==> config.mk <==
export PLATFORM = sky130hd
export DESIGN_NAME = move_ctrl_unit
export DESIGN_NICKNAME = d
export VERILOG_FILES = /design/src/rtl/move_ctrl_unit.sv
export SDC_FILE = /design/constraint.sdc
export NUM_CORES = 1
export LEC_CHECK = 0
export ABC_AREA = 1
export BUFFER_PORTS_ARGS = -buffer_cell sky130_fd_sc_hd__buf_2
export CORE_UTILIZATION = 42
export DETAILED_ROUTE_END_ITERATION = 7
export GPL_TIMING_DRIVEN = 0
export PLACE_DENSITY = 0.88
export SLEW_MARGIN = 20
export SYNTH_ARGS = -nofsm -noshare
export SYNTH_HDL_FRONTEND = slang
export SYNTH_SLANG_ARGS = --single-unit
==> constraint.sdc <==
create_clock -name clk -period 1.67 [get_ports clk]
set_clock_uncertainty 0.1 [all_clocks]
set_input_delay 0.0835 -clock clk [delete_from_list [all_inputs] [get_ports clk]]
set_output_delay 0.0835 -clock clk [all_outputs]
set_load 0.1 [all_outputs]
==> src/rtl/move_ctrl_unit.sv <==
// Hardwired fetch/execute sequencer for the Datapath2 move/IO subset.
// Four cycles per instruction: three fetch states, then one execute state decoding IR.
module move_ctrl_unit #(
  parameter logic [4:0] INC_PC_OP = 5'd12,
  parameter int         CNT_W     = 16
) (
  input  logic             clk,
  input  logic             clr,
  input  logic [31:0]      IR,
  input  logic             stop,
  output logic             PCout,
  output logic             Zlowout,
  output logic             MDRout,
  output logic             MARin,
  output logic             Zin,
  output logic             PCin,
  output logic             MDRin,
  output logic             IRin,
  output logic             Read,
  output logic             Write,
  output logic             Gra,
  output logic             Grb,
  output logic             Grc,
  output logic             Rin,
  output logic             Rout,
  output logic             HIout,
  output logic             LOout,
  output logic             InPortout,
  output logic             OutportIn,
  output logic [4:0]       ALU_Control,
  output logic             Run,
  output logic             illegal,
  output logic [CNT_W-1:0] instr_count
);

  typedef enum logic [2:0] {
    S_RST, S_T0, S_T1, S_T2, S_T3, S_HALTED
  } state_t;

  localparam logic [4:0] OP_IN   = 5'b10110;
  localparam logic [4:0] OP_OUT  = 5'b10111;
  localparam logic [4:0] OP_MFHI = 5'b11000;
  localparam logic [4:0] OP_MFLO = 5'b11001;
  localparam logic [4:0] OP_NOP  = 5'b11010;
  localparam logic [4:0] OP_HALT = 5'b11011;

  state_t     state_q, state_d;
  logic       armed_q;
  logic       stop_pending_q;
  logic       sequencing;
  logic [4:0] opcode;
  logic       unused_ir;

  assign opcode     = IR[31:27];
  assign unused_ir  = ^IR[26:0];
  assign sequencing = (state_q == S_T0) || (state_q == S_T1) ||
                      (state_q == S_T2) || (state_q == S_T3);

  // armed_q holds RST for one full cycle after clr releases before T0 begins.
  // NOTE: state registers use non-blocking assignment so every flop samples pre-edge values.
  always_ff @(posedge clk or posedge clr) begin
    if (clr) begin
      state_q        <= S_RST;
      armed_q        <= 1'b0;
      stop_pending_q <= 1'b0;
      instr_count    <= '0;
    end else begin
      state_q <= state_d;
      armed_q <= 1'b1;
      if (stop && sequencing)
        stop_pending_q <= 1'b1;
      if (state_q == S_T3)
        instr_count <= instr_count + CNT_W'(1);
    end
  end

  // NOTE: every combinational output gets a default first so no path infers a latch.
  always_comb begin
    state_d = state_q;
    unique case (state_q)
      S_RST:    state_d = armed_q ? S_T0 : S_RST;
      S_T0:     state_d = S_T1;
      S_T1:     state_d = S_T2;
      S_T2:     state_d = S_T3;
      S_T3:     state_d = (opcode == OP_HALT || stop_pending_q || stop) ? S_HALTED : S_T0;
      S_HALTED: state_d = S_HALTED;
      default:  state_d = S_RST;
    endcase
  end

  always_comb begin
    PCout       = 1'b0;
    Zlowout     = 1'b0;
    MDRout      = 1'b0;
    MARin       = 1'b0;
    Zin         = 1'b0;
    PCin        = 1'b0;
    MDRin       = 1'b0;
    IRin        = 1'b0;
    Read        = 1'b0;
    Write       = 1'b0;
    Gra         = 1'b0;
    Grb         = 1'b0;
    Grc         = 1'b0;
    Rin         = 1'b0;
    Rout        = 1'b0;
    HIout       = 1'b0;
    LOout       = 1'b0;
    InPortout   = 1'b0;
    OutportIn   = 1'b0;
    ALU_Control = 5'd0;
    illegal     = 1'b0;
    Run         = sequencing;
    unique case (state_q)
      S_T0: begin
        PCout       = 1'b1;
        MARin       = 1'b1;
        Zin         = 1'b1;
        ALU_Control = INC_PC_OP;
      end
      S_T1: begin
        Zlowout = 1'b1;
        PCin    = 1'b1;
        Read    = 1'b1;
        MDRin   = 1'b1;
      end
      S_T2: begin
        MDRout = 1'b1;
        IRin   = 1'b1;
      end
      S_T3: begin
        unique case (opcode)
          OP_MFHI: begin Gra = 1'b1; Rin  = 1'b1; HIout     = 1'b1; end
          OP_MFLO: begin Gra = 1'b1; Rin  = 1'b1; LOout     = 1'b1; end
          OP_IN:   begin Gra = 1'b1; Rin  = 1'b1; InPortout = 1'b1; end
          OP_OUT:  begin Gra = 1'b1; Rout = 1'b1; OutportIn = 1'b1; end
          OP_NOP, OP_HALT: ;
          default: illegal = 1'b1;
        endcase
      end
      default: ;
    endcase
  end

endmodule

After elaboration in Yosys (flattened, before gate mapping)
Cells that the tools add are included.

Logic and storage cells: 47. Input bits: 35. Bits in registers: 21.

$add $sub $neg: 1. Equality and inequality tests: 11. Muxes and demuxes: 21. Reduce and logical (&&, ||, !) cells: 10.

Operator list (number): $eq 5x5->1 const B (6); $mux 1 (18); $pmux 3 s6 (1); $add 16x1->16 const B (1); $eq 3x2->1 const B (2); $eq 3x3->1 const B (2); $reduce_or 6->1 (1); $logic_or 1x1->1 (5); $mux 4 (1); $reduce_or 4->1 (1); $eq 3x1->1 const B (1); $logic_not 3->1 (1); $mux 3 (1); $reduce_or 3->1 (1); $logic_and 1x1->1 (1).

Longest topological paths before layout
Depth after elaboration: 5. Mapped depth: 8.

Worst setup path before layout
OpenSTA, ideal clock, no wires.

Path kind: register -> output. Start: register state_q[1]. End: output port Rin. Stages on the path, launching flop included: 6. Required time: 1487 ps. Setup slack: -1482 ps. Arrival: 2969 ps. Cells stage by stage: dfrtp_1 > inv_2 > nand2_2 > nor2_4 > nand2_1 > o21ai_0.

Cells in the longest elaborated chain, start to end: 2.

Ends and longest elaborated chain: start: declaration (RTL line 47) `state_t state_q, state_d;`; start signal: assignment (RTL line 68) `state_q <= state_d;`; $eq 3x3->1 (RTL line 114) `unique case (state_q)`; $mux 1 (RTL line 114); end: declaration (RTL line 24) `output logic Rin,`.

Every way passes these cells.

Worst setup path after layout
Start: register state_q[1]. End: output port Rout.

Cells in the longest elaborated chain, start to end: 2.

Ends and longest elaborated chain: $eq 3x3->1 (RTL line 114); $mux 1 (RTL line 114); end: declaration (RTL line 25) `output logic Rout,`.

Every way passes these cells.

==> metrics.yaml <==
holdWs_ps: 83.5
ys_ff_latch: 21
period_share_pct: 110
place.port_buffers: 43
antenna_found_initial: 0
dieArea_mm2: 0.00319
p_sw_mw: 2.37
clk_path_buf_depth: 2
hp-class: "input pin to flop"
drtIter0Drc: 35
grtUsageTotal_pct: 19.6
cts_tree: "done"
crit_fanout: 4
post-route-min-period_ps: 1830
yosys.area.top_type: "dfrtp_1"
grt_max_degree: 22
dominantRegCellSynth: "dfrtp_1"
worstPathRequired_ps: 1490
rsz0062_at_grt: "yes"
hold_viol: 0
core_mm2: 0.00278
p_comb_share_pct: 75.8
yosysWarnings: 0
totalWireLength_um: 3060
layoutNonFillerInstCount: 256
final_nets: 262
ys_seq_area_share_pct: 42.2
hpwlAfterDp_um: 1940
cts_root_buf: "clkbuf_4"
swShare_pct: 57.6
p_leak_nw: 1.02
final_core_util_pct: 75.8
worst_pin_slew_ps: 776
cts_buffers: 3
first_pass_iters: 4
synth_async_sr_flop_share_pct: 100
initial_core_util_pct: 44.8
layout_setup_ws_ps: -163
syn_area_mm2: 0.00125
setup_viol: 15
clkPwrFrac_pct: 6.0
p_int_mw: 1.74
start_kind: "flop"
syn_to_final_growth_pct: 69.3
place_congestion: 0.826
endpoint_kind: "output port"
setup_tns_ps: -1020
synthCells: 160
syn_avg_cell_area_um2: 7.79
ir_worst_vdd_mv: 2.52
cap_violations: 0
cts.reportedPaths.clkPinSlew_ps: 110
dp_cells: 239
synth_common_cells: "39 x nand2_1, 21 x dfrtp_1, 20 x nor2_1"
maxClockFrequency_mhz: 546
place_area_mm2: 0.00170
num_rows: 19
avgViaCountPerCell: 4.84
clk_latency_ps: 300
pwr-share-seq_pct: 18.2
synth_cell_types: 22
vias: 1240
p_per_area_mw_per_mm2: 1950
cp_slowest_cell: "dfrtp_2"
slew_headroom_pct: 48.2
fillCellCount: 180
num_antenna_cells: 0
synth_edf_count: 0
ant_nets: 0
grt_overflow_total: 0
grt_pass1_wl_um: 4820
arrival_ps: 1650
drive_gt1_share_pct: 50.7
violations: "setup timing"
drc_errors: 0
worst-setup-path-type: "flop to output port"
die_x_um: 56.5
cts.sinks: 21
yosysTopAreaCellShare_pct: 42.2
post-synth-top-count-cell: "nand2_1"
synth_area_leaders: "dfrtp_1 42%, nand2_1 12%, buf_4 9.0%, nor2_1 6.0%, inv_1 5.1%"
final_area_mm2: 0.00211
status: "complete, but fails checks"
slowest_delay_ps: 470
htree_levels: 1
routedWlPerCell_um: 11.9
die_h_um: 56.5
ios: 77
crit_chain: "inv_2 > nand2_4 > nor2_4 > nand2_4 > nor2_4 > buf_12 > buf_12"
drv_slew: 0
grt_pass1_vias: 1128
[worst max-delay path, delay by kind of cell (launching register included)]
| family | cells | cell delay, ps |
|---|---|---|
| and+or+nand+nor | 4 | 490 |
| DFF | 1 | 470 |
| buffers and inverters | 3 | 380 |
[metrics by stage]
step	total power [mW]	worst slack, ps
4_1_cts	3.90	-108
3_5_place_dp	3.21	-217
5_1_grt	4.26	-226
2_1_floorplan	2.95	-272
3_3_place_gp	3.19	-212
6_report	4.12	-163
[routing by layer]
layer | global-route usage, % | vias to the layer above | part of all wire [%]
li1 | - | 606 | -
met1 | 23.5 | 587 | 39
met2 | 33.4 | 41 | 55
met3 | 0.922 | 6 | 3.5
met4 | 13.9 | 0 | 2.4
met5 | 0 | - | 0
[worst paths after layout]
| path | end | from | slack, ps | cells past startpoint |
|---|---|---|---|---|
| setup / recovery | Rout | state_q[1] | -160 | 7 |
| hold / removal | state_q[2] | IR[29] | 80 | 4 |
| setup reg to reg | instr_count[8] | state_q[1] | 170 | 7 |
| hold reg to reg | instr_count[3] | instr_count[3] | 400 | 1 |
| max in group asynchronous | instr_count[2] | clr | 580 | 3 |
| min in group asynchronous | instr_count[5] | clr | 360 | 3 |
[power by group through the flow]
stage          Clock [mW]  Sequential, mW  Combinational, mW
2_1_floorplan           0            1.10               1.85
3_3_place_gp            0           0.752               2.44
3_5_place_dp            0           0.756               2.46
4_1_cts             0.248           0.737               2.91
5_1_grt             0.279           0.766               3.22
6_report            0.246           0.751               3.12
[cells by family (layout without fill, tap and decap cells)]
logic type | after synthesis | in the layout | share of synthesized area (%)
and+or+nand+nor | 86 | 86 | 31.7
buffers and inverters | 33 | 93 | 14.5
DFF | 21 | 21 | 42.2
xor gates and xnor gates | 10 | 10 | 7.03
AOI/OAI and AO/OA | 7 | 7 | 3.01
other | 2 | 7 | 0.603
adders and majority gates | 1 | 1 | 1.00
[timing repair]
item	4_1_cts	5_1_grt
hold endpoints to repair	22	0
hold buffers	2	0
setup endpoints to repair	20	19
setup buffers	8	3
pin swaps	4	3
resized for setup	65	12
[state kept, by name (all words and copies together) (netlist names)]
signal          cells
armed_q             1
instr_count        16
state_q             3
stop_pending_q      1
[final cells by class]
cell class	count	area [um^2]	share of cell area, %
flip-flops and latches	21	546	25.9
plain buffers	15	195	9.25
clock buffers	4	26.3	1.25
multi-input cells	111	682	32.3
inverters	18	71.3	3.38
repair buffers	56	551	26.1
well taps	31	38.8	1.84
[placed cells by master, fill, tap and decap left out, types with 2 or more instances in the layout]
master / Yosys / layout
nor2_4: 2 / 10
dfrtp_1: 21 / 5
nor2_1: 20 / 12
buf_6: 0 / 8
xor2_1: 3 / 3
nand4_1: 4 / 4
buf_2: 0 / 23
dlygate4sd3_1: 0 / 2
xnor2_1: 7 / 7
buf_4: 15 / 18
nand3_1: 10 / 9
inv_1: 17 / 16
clkbuf_4: 0 / 3
dfrtp_2: 0 / 16
conb_1: 2 / 7
nand2_4: 0 / 5
buf_12: 0 / 17
o21ai_0: 6 / 5
buf_8: 0 / 3
nand2_1: 39 / 35
nor2_2: 2 / 2
nand3_2: 2 / 3
Note: power is estimated with default switching activity, not from simulation.
